`src/rtl/opsel_pkg.sv`:
```
// Shared encodings and defaults for the operand-select stage.
// Forwarding is built in only when OPSEL_FORWARDING_EN is defined (see operand_select_stage).
package opsel_pkg;
    localparam int DEF_WIDTH = 32;
    localparam int DEF_IMM_W = 16;

    localparam logic [1:0] EXT_SIGN  = 2'b00;
    localparam logic [1:0] EXT_ZERO  = 2'b01;
    localparam logic [1:0] EXT_UPPER = 2'b10;

    localparam logic [1:0] FWD_RF    = 2'b00;
    localparam logic [1:0] FWD_EXMEM = 2'b01;
    localparam logic [1:0] FWD_MEMWB = 2'b10;
endpackage

```
`src/rtl/imm_extend.sv`:
```
// Combinational immediate extender: sign, zero or upper placement to WIDTH bits.
module imm_extend
    import opsel_pkg::*;
#(
    parameter int WIDTH = DEF_WIDTH,
    parameter int IMM_W = DEF_IMM_W
) (
    input  logic [IMM_W-1:0] imm,
    input  logic [1:0]       mode,
    output logic [WIDTH-1:0] ext
);
    always_comb begin
        ext = '0;
        case (mode)
            EXT_ZERO:  ext = {{(WIDTH-IMM_W){1'b0}}, imm};
            EXT_UPPER: ext = {imm, {(WIDTH-IMM_W){1'b0}}};
            // reserved encoding falls back to sign extension
            default:   ext = {{(WIDTH-IMM_W){imm[IMM_W-1]}}, imm};
        endcase
    end
endmodule

```
`src/rtl/operand_select_stage.sv`:
```
// ID/EX operand select: forwarding muxes, immediate select and the operand register.
// Define OPSEL_FORWARDING_EN to honour fwd_a/fwd_b; otherwise operands come from the register file.
module operand_select_stage
    import opsel_pkg::*;
#(
    parameter int WIDTH = DEF_WIDTH,
    parameter int IMM_W = DEF_IMM_W,
    parameter int CNT_W = 16
) (
    input  logic             clk,
    input  logic             reset,
    input  logic             in_valid,
    input  logic             stall,
    input  logic             flush,
    input  logic [WIDTH-1:0] rs_data,
    input  logic [WIDTH-1:0] rt_data,
    input  logic [IMM_W-1:0] imm,
    input  logic [1:0]       ext_mode,
    input  logic             alu_src,
    input  logic [1:0]       fwd_a,
    input  logic [1:0]       fwd_b,
    input  logic [WIDTH-1:0] exmem_data,
    input  logic [WIDTH-1:0] memwb_data,
    output logic [WIDTH-1:0] op_a,
    output logic [WIDTH-1:0] op_b,
    output logic [WIDTH-1:0] store_data,
    output logic             out_valid,
    output logic [CNT_W-1:0] stall_cnt
);
    typedef struct packed {
        logic [WIDTH-1:0] a;
        logic [WIDTH-1:0] b;
        logic [WIDTH-1:0] st;
    } ops_t;

    logic [WIDTH-1:0] next_a, next_rt, imm_ext;
    ops_t             nxt, ops_q;

`ifdef OPSEL_FORWARDING_EN
    always_comb begin
        next_a = rs_data;
        case (fwd_a)
            FWD_EXMEM: next_a = exmem_data;
            FWD_MEMWB: next_a = memwb_data;
            default:   next_a = rs_data;
        endcase
    end

    always_comb begin
        next_rt = rt_data;
        case (fwd_b)
            FWD_EXMEM: next_rt = exmem_data;
            FWD_MEMWB: next_rt = memwb_data;
            default:   next_rt = rt_data;
        endcase
    end
`else
    logic unused_fwd;
    assign unused_fwd = ^{fwd_a, fwd_b, exmem_data, memwb_data};
    assign next_a     = rs_data;
    assign next_rt    = rt_data;
`endif

    imm_extend #(.WIDTH(WIDTH), .IMM_W(IMM_W)) u_ext (
        .imm  (imm),
        .mode (ext_mode),
        .ext  (imm_ext)
    );

    assign nxt = '{a: next_a, b: (alu_src ? imm_ext : next_rt), st: next_rt};

    always_ff @(posedge clk) begin
        if (reset) begin
            ops_q     <= '0;
            out_valid <= 1'b0;
            stall_cnt <= '0;
        end else if (flush) begin
            ops_q     <= '0;
            out_valid <= 1'b0;
        end else if (stall) begin
            // only held valid instructions count, and the counter sticks at all-ones
            if (out_valid && !(&stall_cnt))
                stall_cnt <= stall_cnt + 1'b1;
        end else begin
            ops_q     <= nxt;
            out_valid <= in_valid;
        end
    end

    assign op_a       = ops_q.a;
    assign op_b       = ops_q.b;
    assign store_data = ops_q.st;
endmodule

```
`config.mk`:
```
export PLATFORM = sky130hd
export DESIGN_NAME = operand_select_stage
export DESIGN_NICKNAME = d
export VERILOG_FILES = /design/src/rtl/opsel_pkg.sv /design/src/rtl/imm_extend.sv /design/src/rtl/operand_select_stage.sv
export SDC_FILE = /design/constraint.sdc
export NUM_CORES = 1
export LEC_CHECK = 0
export CAP_MARGIN = 0
export CORE_AREA = 2 2 121 123
export DETAILED_ROUTE_END_ITERATION = 8
export DIE_AREA = 0 0 123 125
export HOLD_SLACK_MARGIN = 0.02
export PLACE_DENSITY_LB_ADDON = 0.25
export SLEW_MARGIN = 20
export SYNTH_ARGS = -nofsm -noshare
export SYNTH_HDL_FRONTEND = slang
export SYNTH_SLANG_ARGS = --single-unit
```
`constraint.sdc`:
```
create_clock -name clk -period 2.5 [get_ports clk]
set_clock_uncertainty 0.2 [all_clocks]
set_input_delay 0.25 -clock clk [delete_from_list [all_inputs] [get_ports clk]]
set_output_delay 0.25 -clock clk [all_outputs]
set_load 0.1 [all_outputs]
```
Word-level counts from Yosys, hierarchy flattened
Index checks and enable logic that the tools add are counted.
{"block": "classes", "add_sub_neg": 1, "mux": 2, "n_eq_ne": 2, "bitwise_logic": 1, "n_reduce_logical": 5}
{"operator": "case mux 32 bit (2 select lines)", "count": 1}
{"operator": "2-to-1 mux 32 bit", "count": 1}
{"operator": "adder 16 x 1 -> 16 bit, second input constant", "count": 1}
{"operator": "AND reduction 16 bit", "count": 1}
{"operator": "AND reduction 3 bit", "count": 1}
{"operator": "== test 2 x 1 -> 1 bit, second input constant", "count": 1}
{"operator": "== test 2 bit, second input constant", "count": 1}
{"operator": "OR reduction 2 bit", "count": 1}
{"operator": "logical AND 1 bit", "count": 1}
{"operator": "logical NOT 1 bit", "count": 1}
{"operator": "NOT 1 bit", "count": 1}
{"block": "word_totals", "register_bits": 113, "output_inout_bits": 113, "in_bits": 156, "elab_cells": 16}

Longest topological paths before layout
{"block": "depth", "word_depth": 4, "depth_mapped": 7, "mapped_depth_nobuf": 6}

By module
A second synthesis with hierarchy kept.
{"block": "hier_totals", "cells_unflattened": 529, "area_unflattened_um2": 4853.4}
{"module": "operand_select_stage", "n_inst": 1, "seq_area_each_um2": 2262.2, "area_per_inst_um2": 4531.8, "cells_each": 486}
{"module": "imm_extend", "n_inst": 1, "seq_area_each_um2": 0.0, "area_per_inst_um2": 321.6, "cells_each": 43}

Least setup slack after synthesis
No wires, ideal clock.
{"block": "synth_timing", "kind": "register to register", "start": "register stall_cnt[1]", "end": "register stall_cnt[0]", "arrival_ns": 2.415, "n_path_buf": 1, "path_stages_with_launch": 7, "required_time_ns": 2.179, "path_slack_ns": -0.237, "period_less_slack_ns": 2.737, "setup_time_ns": 0.121, "cell_sequence": "dfxtp_1 > ha_1 > nand4_2 > nor4_2 > buf_4 > nor2_2 > mux2_4"}
{"block": "synth_between", "elab_chain_cells": 4}
{"item": "start: declaration", "line": "operand_select_stage.sv:28", "text": "output logic [CNT_W-1:0] stall_cnt"}
{"item": "start signal: assignment", "line": "operand_select_stage.sv:83", "text": "stall_cnt <= stall_cnt + 1'b1;"}
{"item": "AND reduction 16 bit", "line": "operand_select_stage.sv:82", "text": "if (out_valid && !(&stall_cnt))"}
{"item": "logical NOT 1 bit", "line": "operand_select_stage.sv:82"}
{"item": "logical AND 1 bit", "line": "operand_select_stage.sv:82"}
{"item": "AND reduction 3 bit (no line)"}
Every way passes these cells.
A chain may end at the register's enable or synchronous reset.

Final worst setup path
{"block": "layout_timing", "start": "register stall_cnt[0]", "end": "register stall_cnt[12]"}
{"block": "layout_between", "elab_chain_cells": 4, "elab_cells_between_ends": 5, "classes_between": "add/sub (1); reduce/logical (4)"}
{"item": "branches (longest 4 deep; another with adder 16 x 1 -> 16 bit)"}
Several ways; the timed one is not identified.

==> results.sh <==
export IMPL_gr_total_overflow=0
export IMPL_ys_flop_type="dfxtp_1"
export IMPL_async_flop_share=0
export IMPL_hp_class="in2reg"
export IMPL_required_ns=2.63
export IMPL_placed_cells=843
export IMPL_final_cell_count_no_fill=874
export IMPL_status="finished clean"
export IMPL_area_growth_pct=52.5
export IMPL_synth_adder_area_share=0.00803
export IMPL_drc=0
export IMPL_ys_ff_latch=113
export IMPL_synthDistinctLibCells=47
export IMPL_slowest_stage="or4_1"
export IMPL_p_comb_frac=0.180
export IMPL_routed_wl_mm=13.6
export IMPL_core_area_um2=14200
export IMPL_rsz0062_at_grt="false"
export IMPL_route_vias_total=4274
export IMPL_h_tree_depth=4
export IMPL_cts_root_buffer="clkbuf_16"
export IMPL_antennaDiodeCount=0
export IMPL_arrival_ns=2.11
export IMPL_p_clk_frac=0.439
export IMPL_antenna_found_initial=0
export IMPL_cts_buffer_depth=2
export IMPL_synth_simple_gate_area_frac=0.201
export IMPL_cp_startpoint="stall_cnt[0]"
export IMPL_fin_crit_sh=0.790
export IMPL_slowest_delay_ns=0.41
export IMPL_cts_tree="built"
export IMPL_peakVddDrop_uv=381
export IMPL_setup_tns_ns=0
export IMPL_drt_antenna_violating_nets=0
export IMPL_cts_hold_buf=0
export IMPL_synth_edf_count=0
export IMPL_synth_seq_area_share=0.484
export IMPL_r2r_start="stall_cnt[0]"
export IMPL_worstSetupPathType="reg2reg"
export IMPL_cp_cell_sequence="ha_1, nand4_2, or2_1, or4_1, a21oi_1"
export IMPL_r2r_worst_path_cells=5
export IMPL_first_pass_iters=4
export IMPL_fill_cells=1334
export IMPL_clk_latency_ns=0.40
export IMPL_min_period_ns=1.98
export IMPL_netlist_area_um2=4670
export IMPL_grt_max_degree=62
export IMPL_syn_area_per_cell_um2=9.71
export IMPL_cts_reportedPaths_clkPinSlew_ns=0.05
export IMPL_r2r_end="stall_cnt[12]"
export IMPL_dieArea_um2=15400
export IMPL_yosysWarningCount=0
export IMPL_layout_drive_gt1_share=0.259
export IMPL_dr_first_iter_drc_count=209
export IMPL_io_buffers=200
export IMPL_clock_sinks=113
export IMPL_start_util=0.329
export IMPL_fmax_ghz=0.506
export IMPL_max_slew_margin_rel=0.471
export IMPL_setup_viol=0
export IMPL_worstMarginPinSlew_ns=0.793
export IMPL_critPathLaunchType="flip-flop"
export IMPL_synth_compound_area_frac=0.112
export IMPL_power_density_nw_per_um2=695
export IMPL_die_h_um=125
export IMPL_p_seq_frac=0.381
export IMPL_dp_hpwl_mm=9.78
export IMPL_grt_usage=0.181
export IMPL_synth_xor_area_share=0
export IMPL_synth_cells=481
export IMPL_endpoint_kind="flip-flop"
export IMPL_die_x_um=123
export IMPL_post_drt_wl_per_cell_um=15.5
export IMPL_cts_buffers_inserted=17
export IMPL_intPower_w=0.00355
export IMPL_finalMaxSlewViolations=0
export IMPL_worst_path_max_fanout=6
export IMPL_p_leak_nw=3.08
export IMPL_switching_share=0.283
export IMPL_fin_nets=837
export IMPL_final_hold_viol_count=0
export IMPL_syn_nets=640
export IMPL_r2r_slack_ns=0.52
export IMPL_cts_resized=0
export IMPL_vias_per_cell=4.89
export IMPL_postCtsSetupBuffers=0
export IMPL_grt_pass1_wl_mm=21.7
export IMPL_endpoint="stall_cnt[12]"
export IMPL_num_io_pins=269
export IMPL_placementRows=44
export IMPL_synth_top_family_by_area="simple AND/OR/NAND/NOR gates"
export IMPL_muxShareOfSynthArea=0.148
export IMPL_cap_violations=0
export IMPL_switchingPower_w=0.00140
export IMPL_grt_pass1_vias=4256
export IMPL_gp_congestion=0.817
export IMPL_final_common_cell="buf_4"
export IMPL_final_cell_mix="buf_4, dfxtp_1, nor2_1, clkdlybuf4s50_1, mux2i_1"
-- layout make-up --
class	count	area [um2]	share of cell area
flip-flops and latches	113	2280	0.320
multi-input cells	316	2200	0.309
repair buffers	212	1820	0.255
clock buffers	24	472	0.0662
well taps	184	230	0.0323
inverters	18	67.6	0.00948
clock inverters	7	60.1	0.00843
-- power by group through the flow --
stage	clock network [W]	logic [W]	registers (W)
2_1_floorplan	0	0.000213	0.00231
3_3_place_gp	0	0.000889	0.00192
3_5_place_dp	0	0.000896	0.00192
4_1_cts	0.00224	0.000897	0.00189
5_1_grt	0.00233	0.000936	0.00189
6_report	0.00218	0.000892	0.00189
-- synth_stat cells, types with 2 or more instances --
cell / instances / area share
mux2i_1: 66 / 0.14
and3_1: 3 / 0.0040
o31ai_1: 3 / 0.0048
buf_2: 8 / 0.0086
inv_1: 18 / 0.014
nor3b_1: 16 / 0.026
nand2_1: 6 / 0.0048
and4_1: 2 / 0.0038
o21ai_0: 6 / 0.0064
ha_1: 3 / 0.0080
dlygate4sd1_1: 2 / 0.0038
a221oi_1: 31 / 0.058
nand4_2: 3 / 0.0080
a31oi_1: 2 / 0.0027
buf_1: 7 / 0.0056
nand2b_1: 3 / 0.0040
or3_1: 6 / 0.0080
a21oi_1: 29 / 0.031
mux2_4: 2 / 0.0064
dfxtp_1: 113 / 0.48
and3b_1: 2 / 0.0038
nor2_1: 86 / 0.069
nand4_1: 4 / 0.0054
clkbuf_1: 16 / 0.013
or4_1: 4 / 0.0064
nor3_1: 3 / 0.0032
nor2b_1: 17 / 0.023
-- critical path: cells and delay by family (launching register included) --
kind	cells	cell delay [ns]
adders and majority gates	1	0.23
DFF	1	0.39
AOI/OAI and AO/OA	1	0.14
and+or+nand+nor	3	0.94
-- metal layers --
layer	vias to the layer above	GRT usage	share of wire
li1	2115	-	-
met1	2007	0.209	0.42
met2	132	0.289	0.47
met3	20	0.0826	0.079
met4	0	0.0722	0.026
met5	-	0	0
-- worst min-delay path by stage --
stage	start	to	slack, ns	depth (start not counted)
2_1_floorplan	rs_data[0]	op_a[0]	0.19	2
3_3_place_gp	op_b[17]	op_b[17]	0.26	2
3_5_place_dp	op_b[22]	op_b[22]	0.26	2
4_1_cts	stall	stall_cnt[1]	0.17	4
5_1_grt	stall	stall_cnt[1]	0.21	4
6_report	stall	stall_cnt[1]	0.19	4
-- kinds of logic (layout without fill, tap and decap cells) --
family                   after synthesis  in the layout
flip-flops                           113            113
AND/OR/NAND/NOR                      169            169
multiplexers                          68             68
AO/OA/AOI/OAI                         76             76
buffers and inverters                 52            261
adder cells (fa/ha/maj)                3              3
-- per-stage QoR --
stage	hold slack, ns	setup slack [ns]	util	power [W]	area (um2)
detailed placement	0.264	-0.127	0.464	0.00282	6590
floorplan	0.194	-0.000701	-	0.00252	4690
global placement	0.262	-0.0977	0.464	0.00281	6590
finish	0.189	0.525	0.502	0.00496	7130
CTS	0.167	0.303	0.501	0.00503	7120
global route	0.206	0.409	0.502	0.00516	7130
-- registers in the layout (all words and copies together), names as in the netlist --
name        cells
op_a           32
op_b           32
store_data     32
stall_cnt      16
out_valid       1
Note: power is estimated with default switching activity, not from simulation.
